[config.mk]
export PLATFORM = sky130hd
export DESIGN_NAME = change_dispenser_flat
export DESIGN_NICKNAME = d
export VERILOG_FILES = /design/src/rtl/change_dispenser_if.sv /design/src/rtl/change_dispenser.sv /design/src/flat_wrapper.sv
export SDC_FILE = /design/constraint.sdc
export NUM_CORES = 1
export LEC_CHECK = 0
export ABC_AREA = 1
export CAP_MARGIN = 20
export CORE_MARGIN = 1.5
export CORE_UTILIZATION = 25
export CTS_CLUSTER_SIZE = 16
export DETAILED_ROUTE_END_ITERATION = 8
export GPL_ROUTABILITY_DRIVEN = 1
export MAX_ROUTING_LAYER = met4
export PLACE_DENSITY = 0.45
export SLEW_MARGIN = 20
export SYNTH_ARGS = -nofsm -noshare
export SYNTH_HDL_FRONTEND = slang
export SYNTH_SLANG_ARGS = --single-unit
[constraint.sdc]
create_clock -name clk -period 1.8 [get_ports clk]
set_input_delay 0.54 -clock clk [delete_from_list [all_inputs] [get_ports clk]]
set_output_delay 0.54 -clock clk [all_outputs]
set_load 0.03 [all_outputs]
[src/rtl/change_dispenser_if.sv]
// Handshake and status bundle between the vending FSM (master) and the change
// dispenser (slave).
//   req_valid/req_amount/req_ready : change request handshake
//   refill                         : reload all coin inventories
//   coin_in                        : inserted-coin code (01=5c, 10=10c, 11=25c)
//   coin_strobe/coin_out           : one dispensed coin per strobe
//   done/shortfall                 : end of request and unpaid cents
//   inv25/inv10/inv5               : current coin inventories
interface change_dispenser_if #(
  parameter int unsigned CHANGE_W = 6,
  parameter int unsigned INV_W    = 4
);
  logic                req_valid;
  logic [CHANGE_W-1:0] req_amount;
  logic                req_ready;
  logic                refill;
  logic [1:0]          coin_in;
  logic                coin_strobe;
  logic [1:0]          coin_out;
  logic                done;
  logic [CHANGE_W-1:0] shortfall;
  logic [INV_W-1:0]    inv25;
  logic [INV_W-1:0]    inv10;
  logic [INV_W-1:0]    inv5;

  modport master (
    output req_valid, req_amount, refill, coin_in,
    input  req_ready, coin_strobe, coin_out, done, shortfall, inv25, inv10, inv5
  );

  modport slave (
    input  req_valid, req_amount, refill, coin_in,
    output req_ready, coin_strobe, coin_out, done, shortfall, inv25, inv10, inv5
  );
endinterface

[src/rtl/change_dispenser.sv]
// Change dispenser: accepts a change amount, pays it out greedily one coin per
// clock (25c, then 10c, then 5c) from per-denomination inventories and reports
// any unpaid remainder as shortfall.
//   clk  : system clock, rising edge
//   rst  : asynchronous active-high reset
//   bus  : change_dispenser_if.slave (request handshake, refill, coin_in,
//          coin strobe/code, done/shortfall, inventories)
// Optional macro COIN_RECYCLE_EN: inserted coins on coin_in top up the
// matching inventory (saturating). Without it coin_in is ignored.
module change_dispenser #(
  parameter int unsigned CHANGE_W = 6,
  parameter int unsigned INV_W    = 4,
  parameter int unsigned INV_INIT = 8
) (
  input logic              clk,
  input logic              rst,
  change_dispenser_if.slave bus
);

  typedef enum logic [1:0] {StIdle, StDispense, StDone} state_e;

  localparam logic [INV_W-1:0]    InvInit = INV_W'(INV_INIT);
  localparam logic [INV_W-1:0]    InvMax  = '1;
  localparam logic [CHANGE_W-1:0] Cents25 = CHANGE_W'(25);
  localparam logic [CHANGE_W-1:0] Cents10 = CHANGE_W'(10);
  localparam logic [CHANGE_W-1:0] Cents5  = CHANGE_W'(5);

  state_e              state_q;
  logic [CHANGE_W-1:0] rem_q;
  logic                coin_strobe_q;
  logic [1:0]          coin_out_q;
  logic                done_q;
  logic [CHANGE_W-1:0] shortfall_q;
  logic [INV_W-1:0]    inv25_q, inv10_q, inv5_q;
  logic [INV_W-1:0]    inv25_d, inv10_d, inv5_d;

  logic take25, take10, take5;
  logic inc25, inc10, inc5;

  // Saturating increment, decrement only when non-zero; both at once cancel.
  function automatic logic [INV_W-1:0] inv_next(input logic [INV_W-1:0] cur,
                                                input logic inc, input logic dec);
    logic [INV_W-1:0] nxt;
    nxt = cur;
    if (inc && !dec && cur != InvMax) nxt = cur + INV_W'(1);
    if (dec && !inc && cur != '0)     nxt = cur - INV_W'(1);
    return nxt;
  endfunction

  always_comb begin
    take25 = 1'b0;
    take10 = 1'b0;
    take5  = 1'b0;
    if (state_q == StDispense) begin
      if (rem_q >= Cents25 && inv25_q != '0)     take25 = 1'b1;
      else if (rem_q >= Cents10 && inv10_q != '0) take10 = 1'b1;
      else if (rem_q >= Cents5 && inv5_q != '0)   take5  = 1'b1;
    end
  end

`ifdef COIN_RECYCLE_EN
  always_comb begin
    inc25 = (bus.coin_in == 2'b11);
    inc10 = (bus.coin_in == 2'b10);
    inc5  = (bus.coin_in == 2'b01);
  end
`else
  logic unused_coin_in;
  assign unused_coin_in = ^bus.coin_in;
  always_comb begin
    inc25 = 1'b0;
    inc10 = 1'b0;
    inc5  = 1'b0;
  end
`endif

  always_comb begin
    inv25_d = inv_next(inv25_q, inc25, take25);
    inv10_d = inv_next(inv10_q, inc10, take10);
    inv5_d  = inv_next(inv5_q,  inc5,  take5);
    // Refill wins over both dispense and recycle updates.
    if (bus.refill) begin
      inv25_d = InvInit;
      inv10_d = InvInit;
      inv5_d  = InvInit;
    end
  end

  always_ff @(posedge clk or posedge rst) begin
    if (rst) begin
      state_q       <= StIdle;
      rem_q         <= '0;
      coin_strobe_q <= 1'b0;
      coin_out_q    <= 2'b00;
      done_q        <= 1'b0;
      shortfall_q   <= '0;
      inv25_q       <= InvInit;
      inv10_q       <= InvInit;
      inv5_q        <= InvInit;
    end else begin
      coin_strobe_q <= 1'b0;
      coin_out_q    <= 2'b00;
      done_q        <= 1'b0;
      inv25_q       <= inv25_d;
      inv10_q       <= inv10_d;
      inv5_q        <= inv5_d;
      unique case (state_q)
        StIdle: begin
          if (bus.req_valid) begin
            rem_q       <= bus.req_amount;
            shortfall_q <= '0;
            state_q     <= StDispense;
          end
        end
        StDispense: begin
          if (take25) begin
            coin_strobe_q <= 1'b1;
            coin_out_q    <= 2'b11;
            rem_q         <= rem_q - Cents25;
          end else if (take10) begin
            coin_strobe_q <= 1'b1;
            coin_out_q    <= 2'b10;
            rem_q         <= rem_q - Cents10;
          end else if (take5) begin
            coin_strobe_q <= 1'b1;
            coin_out_q    <= 2'b01;
            rem_q         <= rem_q - Cents5;
          end else begin
            shortfall_q <= rem_q;
            state_q     <= StDone;
          end
        end
        StDone: begin
          // done appears as the FSM returns to idle, two cycles after the last coin.
          done_q  <= 1'b1;
          state_q <= StIdle;
        end
        default: state_q <= StIdle;
      endcase
    end
  end

  assign bus.req_ready   = (state_q == StIdle);
  assign bus.coin_strobe = coin_strobe_q;
  assign bus.coin_out    = coin_out_q;
  assign bus.done        = done_q;
  assign bus.shortfall   = shortfall_q;
  assign bus.inv25       = inv25_q;
  assign bus.inv10       = inv10_q;
  assign bus.inv5        = inv5_q;

endmodule

[src/flat_wrapper.sv]
// flat-port wrapper written by rule: the top's interface ports become plain ports
module change_dispenser_flat 
#(
  parameter int unsigned CHANGE_W = 6,
  parameter int unsigned INV_W    = 4,
  parameter int unsigned INV_INIT = 8
)
  (clk, rst, bus_req_valid, bus_req_amount, bus_refill, bus_coin_in, bus_req_ready, bus_coin_strobe, bus_coin_out, bus_done, bus_shortfall, bus_inv25, bus_inv10, bus_inv5);
  change_dispenser_if #(.CHANGE_W(CHANGE_W), .INV_W(INV_W)) bus_i ();
  input logic clk;
  input logic rst;
  input wire logic [$bits(bus_i.req_valid)-1:0] bus_req_valid;
  input wire logic [$bits(bus_i.req_amount)-1:0] bus_req_amount;
  input wire logic [$bits(bus_i.refill)-1:0] bus_refill;
  input wire logic [$bits(bus_i.coin_in)-1:0] bus_coin_in;
  output wire logic [$bits(bus_i.req_ready)-1:0] bus_req_ready;
  output wire logic [$bits(bus_i.coin_strobe)-1:0] bus_coin_strobe;
  output wire logic [$bits(bus_i.coin_out)-1:0] bus_coin_out;
  output wire logic [$bits(bus_i.done)-1:0] bus_done;
  output wire logic [$bits(bus_i.shortfall)-1:0] bus_shortfall;
  output wire logic [$bits(bus_i.inv25)-1:0] bus_inv25;
  output wire logic [$bits(bus_i.inv10)-1:0] bus_inv10;
  output wire logic [$bits(bus_i.inv5)-1:0] bus_inv5;
  assign bus_i.req_valid = bus_req_valid;
  assign bus_i.req_amount = bus_req_amount;
  assign bus_i.refill = bus_refill;
  assign bus_i.coin_in = bus_coin_in;
  assign bus_req_ready = bus_i.req_ready;
  assign bus_coin_strobe = bus_i.coin_strobe;
  assign bus_coin_out = bus_i.coin_out;
  assign bus_done = bus_i.done;
  assign bus_shortfall = bus_i.shortfall;
  assign bus_inv25 = bus_i.inv25;
  assign bus_inv10 = bus_i.inv10;
  assign bus_inv5 = bus_i.inv5;
  change_dispenser #(.CHANGE_W(CHANGE_W), .INV_W(INV_W), .INV_INIT(INV_INIT)) u_core (.clk(clk), .rst(rst), .bus(bus_i));
endmodule
==> results of run 1 <==
[state kept, by name (all words and copies together), names as in the netlist]
register	count
u_core.bus.shortfall	6
u_core.rem_q	6
u_core.bus.inv10	4
u_core.bus.inv25	4
u_core.bus.inv5	4
u_core.bus.coin_out	2
u_core.state_q	2
u_core.bus.coin_strobe	1
u_core.bus.done	1
[through the flow]
step | cells | area (µm²) | setup slack (ps) | hold slack, ps
3_3_place_gp | 403 | 2590 | -6.68 | 462
3_5_place_dp | 403 | 2590 | -14.2 | 467
5_1_grt | 422 | 2850 | -59.1 | 502
2_1_floorplan | 243 | 1910 | 70.6 | 438
6_report | 422 | 2850 | 42.2 | 475
4_1_cts | 413 | 2680 | 2.10 | 475
[layer usage]
metal  global-route usage (%)  up-vias
li1                         -      939
met1                     17.4      803
met2                     21.3       25
met3                     2.61        6
met4                     4.76        0
met5                        -        -
[logic make-up after synthesis]
group | Yosys count | synth area share (%)
flip-flops | 30 | 39.6
AO/OA/AOI/OAI | 37 | 10.4
adder cells (fa/ha/maj) | 13 | 8.53
XOR/XNOR | 7 | 3.22
AND/OR/NAND/NOR | 121 | 30.6
buffers and inverters | 35 | 7.61
[repair_timing]
item | CTS | global route
gates resized for setup | 26 | 28
hold buffers | 0 | 0
setup endpoints to repair | 30 | 26
buffers inserted | 2 | 9
pin swaps | 2 | 13
[path summary, 6_finish.rpt]
kind | from | endpoint | slack [ps] | depth (start not counted)
setup / recovery | u_core.bus.inv5[3] | bus_inv5[3] | 40 | 1
hold / removal | u_core.state_q[0] | u_core.bus.done | 470 | 1
setup reg to reg | u_core.rem_q[0] | u_core.rem_q[0] | 50 | 11
hold reg to reg | u_core.state_q[0] | u_core.bus.done | 470 | 1
max in group asynchronous | rst | u_core.bus.inv5[3] | 960 | 3
min in group asynchronous | rst | u_core.bus.done | 590 | 3
[final cells by class]
cell class,instances,area (µm²)
clock buffers,8,80.1
fillers,770,4480
inverters,33,131
multi-input cells,178,1130
flip-flops and latches,30,756
well taps,99,124
repair buffers,74,631
[layout by cell type (no fill, tap or decap), types with 4 or more instances in the layout]
cell                               n
sky130_fd_sc_hd__nand2_1          58
sky130_fd_sc_hd__clkbuf_8          5
sky130_fd_sc_hd__ha_1             11
sky130_fd_sc_hd__nand4_1           4
sky130_fd_sc_hd__nor2_1           21
sky130_fd_sc_hd__buf_4            41
sky130_fd_sc_hd__nor2_4            6
sky130_fd_sc_hd__o21ai_0          15
sky130_fd_sc_hd__dlygate4sd2_1    22
sky130_fd_sc_hd__xor2_1            6
sky130_fd_sc_hd__a21oi_1           9
sky130_fd_sc_hd__clkdlybuf4s50_1   9
sky130_fd_sc_hd__nand3_1          13
sky130_fd_sc_hd__dfrtp_1          26
sky130_fd_sc_hd__o21ai_1           6
sky130_fd_sc_hd__inv_2             9
sky130_fd_sc_hd__inv_1            22
sky130_fd_sc_hd__nand3_4           6
==> impl_metrics.json, run 1 <==
{
  "final.setup.tns_ps": 0,
  "ys_ff_latch": 30,
  "post_synth_inst_count": 243,
  "floorplan.die_area_um2": 8160,
  "final-max-slew-violation-count": 0,
  "routed_wire_length_per_instance_um": 12.0,
  "dr.first_iter.drc_count": 77,
  "cts-buffers-inserted": 5,
  "synth_area_leader": "sky130_fd_sc_hd__dfrtp_1",
  "synthesis.area_um2": 1910,
  "yosys_warnings": 0,
  "fin_crit_sh_pct": 97.7,
  "report.final.setup_viol": 0,
  "drt_pre_antenna_iters": 4,
  "tritoncts_clock_tree": "done",
  "core_area_um2": 7330,
  "ys_seq_area_share_pct": 39.6,
  "timing_worst_slew_pin_value_ps": 346,
  "worstHoldPathType": "register to register",
  "synthArstFlopShare_pct": 100,
  "maximum_level_of_the_cts_h_tree": 2,
  "yosys-top-cells-area": "sky130_fd_sc_hd__dfrtp_1, sky130_fd_sc_hd__nand2_1, sky130_fd_sc_hd__ha_1",
  "synthToLayoutAreaGrowth_pct": 49.4,
  "grt_pass1_wl_mm": 8.54,
  "fin_crit_ps": 1760,
  "cpLargestDelayFamily": "flip-flops",
  "post-route-util_pct": 38.9,
  "grt_start_max_net_pins": 31,
  "gp_congestion": 0.796,
  "status": "completed",
  "grt_util_all_layers_pct": 13.6,
  "worst_slew_margin_rel_pct": 76.9,
  "cts.sinks": 30,
  "rsz0062_at_grt": "yes",
  "die-width_um": 90.3,
  "clock_tree.root_cell": "sky130_fd_sc_hd__clkbuf_8",
  "drv_cap": 0,
  "timing.final.hold_violations": 0,
  "synth-edff-count": 0,
  "timing.critical_path.required_ps": 1260,
  "max_freq_ghz": 0.569,
  "n_antenna_cell": 0,
  "path_max_fanout": 4,
  "cpPeakStageDelay_ps": 550,
  "synthMostInstantiatedCell": "sky130_fd_sc_hd__nand2_1",
  "fin_worst_skew_ps": 4.97,
  "port-buffer-count": 32,
  "drive_above_1_share_pct": 28.5,
  "crit_path_top_delay_cell": "sky130_fd_sc_hd__dfstp_2",
  "rows": 31,
  "most_used_flip_flop_cell_after_synthesis": "sky130_fd_sc_hd__dfrtp_1",
  "synthesis.nets": 268,
  "worst_skew_pair_latency_ps": 280,
  "met1Wirelength_mm": 2.44,
  "top_level_ports": 35,
  "design.final.nets": 347,
  "initial_core_utilization_pct": 26.0,
  "timing.critical_path.cells": "dlygate4sd2_1",
  "routed_wl_mm": 5.07,
  "synth.avg_cell_area_um2": 7.85,
  "post-route-drc-count": 0,
  "cp-start-kind": "register",
  "critPathCaptureType": "primary output",
  "topRoutingLayerUsed": "met4",
  "drt-vias-per-instance": 4.20,
  "critical_path.n_buffers_inverters": 1,
  "post-synth-top-area-fraction_pct": 35.4,
  "antenna_left": 0,
  "grt_pass1_vias": 1758,
  "route.vias.total": 1773,
  "die_height_um": 90.3,
  "clk_pin_slew_ps": 60,
  "yosys.cell_types.count": 28,
  "met2WireLength_mm": 2.43,
  "timing.setup.critical_path_class": "register to primary output",
  "wl_met3_um": 130,
  "antenna_found_initial": 0,
  "post-dp-hpwl_mm": 3.75,
  "worst_ep_arrival_time_ps": 1220,
  "cts_buffer_depth": 2,
  "synth_commonest_cells": "sky130_fd_sc_hd__nand2_1, sky130_fd_sc_hd__dfrtp_1, sky130_fd_sc_hd__inv_1",
  "grt_overflow_total": 0
}
Power of run 1 is not shown: default switching activity piles up to over one toggle a cycle in this logic, so the estimate is an artifact.
==> inputs of run 2 (changes only) <==
--- a/config.mk
+++ b/config.mk
@@ -7,13 +7,14 @@
 export LEC_CHECK = 0
 export ABC_AREA = 1
 export CAP_MARGIN = 20
-export CORE_MARGIN = 1.5
+export CORE_MARGIN = 8
 export CORE_UTILIZATION = 25
+export CTS_BUF_LIST = sky130_fd_sc_hd__clkbuf_16
 export CTS_CLUSTER_SIZE = 16
 export DETAILED_ROUTE_END_ITERATION = 8
 export GPL_ROUTABILITY_DRIVEN = 1
 export MAX_ROUTING_LAYER = met4
-export PLACE_DENSITY = 0.45
+export PLACE_DENSITY = 0.43
 export SLEW_MARGIN = 20
 export SYNTH_ARGS = -nofsm -noshare
 export SYNTH_HDL_FRONTEND = slang
==> constraint.sdc (replaced) <==
create_clock -name clk -period 1.7 [get_ports clk]
set_input_delay 0.51 -clock clk [delete_from_list [all_inputs] [get_ports clk]]
set_output_delay 0.51 -clock clk [all_outputs]
set_load 0.03 [all_outputs]
==> run 2 against run 1 <==
Effect of this change:
- the flow now finishes with violations (setup timing)
- critical path depth rose by 10
- hold slack got worse by 12 ps
- clock skew barely moved
- setup slack got worse by 72 ps
- via count rose by 3.2%
- final area rose by 7.6%
- register-to-register slack got worse by 80 ps
- die area rose by 31%
- flip-flop and latch count did not move
- highest routed layer unchanged
- non-clock buffer count rose by 9
- count of clock-buffer cells in the layout fell by 3
==> impl_metrics.json, run 2 (same netlist as run 1, synthesis figures left out) <==
{
  "groute.layer.met3.usage_pct": 2.14,
  "final_cell_mix": "sky130_fd_sc_hd__nand2_1, sky130_fd_sc_hd__buf_4, sky130_fd_sc_hd__dfrtp_1",
  "path_max_fanout": 8,
  "reg2reg_slack_ps": -30,
  "maximum_level_of_the_cts_h_tree": 2,
  "hold_path.startpoint": "u_core.state_q[0]",
  "worstReg2RegStart": "u_core.rem_q[0]",
  "fin_crit_ps": 1730,
  "routed_wire_length_per_instance_um": 12.3,
  "timing.critical_path.required_ps": 1910,
  "status": "finished, violations left",
  "die_height_um": 103,
  "die-width_um": 103,
  "worst_hold_path.endpoint": "u_core.bus.done",
  "drt-vias-per-instance": 4.22,
  "clk_pin_slew_ps": 50,
  "rows": 32,
  "drv_cap": 0,
  "grt_overflow_total": 0,
  "design.final.nets": 356,
  "fin_crit_sh_pct": 102,
  "timing.final.hold_violations": 0,
  "crit_path_top_delay_cell": "sky130_fd_sc_hd__dfrtp_1",
  "dr.first_iter.drc_count": 72,
  "core_area_um2": 7570,
  "cts.sinks": 30,
  "worst_skew_pair_latency_ps": 270,
  "pre_cts_setup_slack_ps": -110,
  "violations_in_the_final_reports": "setup timing",
  "routed_wl_mm": 5.36,
  "n_antenna_cell": 0,
  "post-dp-hpwl_mm": 3.95,
  "r2r_end": "u_core.rem_q[0]",
  "fin_worst_hold_slack_ps": 463,
  "route.vias.total": 1830,
  "synthToLayoutAreaGrowth_pct": 60.7,
  "cpLargestDelayFamily": "simple AND/OR/NAND/NOR gates",
  "grt_most_used_layer": "met2",
  "worstHoldPathType": "register to register",
  "grt_pass1_vias": 1884,
  "timing.setup.critical_path_class": "register to register",
  "worst_ep_arrival_time_ps": 1940,
  "gp_congestion": 0.886,
  "cpPeakStageDelay_ps": 420,
  "cts-buffers-inserted": 5,
  "use_met1_pct": 13.8,
  "grt_util_met2_pct": 17.6,
  "top_level_ports": 35,
  "worst-r2r-cell-count": 11,
  "cell_depth_of_the_worst_min_delay_path": 1,
  "tritoncts_clock_tree": "done",
  "floorplan.die_area_um2": 10700,
  "drt_pre_antenna_iters": 4,
  "post-route-drc-count": 0,
  "critical_path.n_buffers_inverters": 4,
  "antenna_left": 0,
  "critPathCaptureType": "register",
  "worst_slew_margin_rel_pct": 74.7,
  "max_freq_ghz": 0.578,
  "rsz0062_at_grt": "yes",
  "report.final.setup_viol": 3,
  "grt_start_max_net_pins": 31,
  "cts_buffer_depth": 2,
  "grt_util_all_layers_pct": 11.2,
  "port-buffer-count": 32,
  "drive_above_1_share_pct": 36.1,
  "timing.critical_path.cells": "inv_2, buf_6, ha_4, nand3_4, nand3_4, nand2_8, nor2_4, buf_4, buf_4, o21ai_1, nand2_1",
  "antenna_found_initial": 0,
  "cp-start-kind": "register",
  "grt_pass1_wl_mm": 8.96,
  "fin_worst_skew_ps": 5.04,
  "initial_core_utilization_pct": 25.2,
  "timing_worst_slew_pin_value_ps": 379,
  "postLayoutSetupSlackWorst_ps": -29.4,
  "clock_tree.root_cell": "sky130_fd_sc_hd__clkbuf_16",
  "final_common_cell": "sky130_fd_sc_hd__nand2_1",
  "final-max-slew-violation-count": 0
}
==> run 2: layout make-up <==
class                           instances  area [µm²]
Clock buffer                            5         125
Fill cell                             779        4500
Inverter                               33         139
Timing Repair Buffer                   83         708
Clock inverter                          3        11.3
Sequential cell                        30         757
Tap cell                              102         128
Multi-Input combinational cell        178        1200
==> run 2: worst max path at each step <==
stage | endpoint | slack, ps | from | cells past startpoint
global route | u_core.rem_q[0] | -120 | u_core.rem_q[0] | 11
CTS | u_core.rem_q[3] | -30 | u_core.rem_q[0] | 12
finish | u_core.rem_q[0] | -30 | u_core.rem_q[0] | 11
floorplan | u_core.rem_q[0] | 10 | u_core.bus.inv25[0] | 11
global placement | u_core.bus.shortfall[3] | -120 | u_core.rem_q[0] | 11
detailed placement | u_core.bus.shortfall[3] | -110 | u_core.rem_q[0] | 11
==> run 2: routing by layer <==
layer / vias up / part of all wire (%)
met1: 832 / 48
met3: 6 / 3.2
li1: 961 / -
met5: - / 0
met2: 31 / 48
met4: 0 / 1.6
==> run 2: metrics by stage <==
stage / cell area [µm²] / setup TNS (ps) / utilization, % / cells
after floorplan: 1910 / 0 / - / 243
after global placement: 2670 / -1270 / 35.2 / 418
after detailed placement: 2670 / -1080 / 35.2 / 418
after CTS: 2970 / -138 / 39.2 / 431
after global routing: 3060 / -1530 / 40.5 / 434
final: 3060 / -56.9 / 40.5 / 434
==> run 2: timing repair <==
item                       in CTS  in global routing
pin swaps                      18                 13
setup endpoints to repair      40                 26
hold endpoints to repair        0                  0
gates resized for setup        56                 27
buffers inserted                6                  3
hold buffers                    0                  0
Power of run 2 is left out for the same reason.
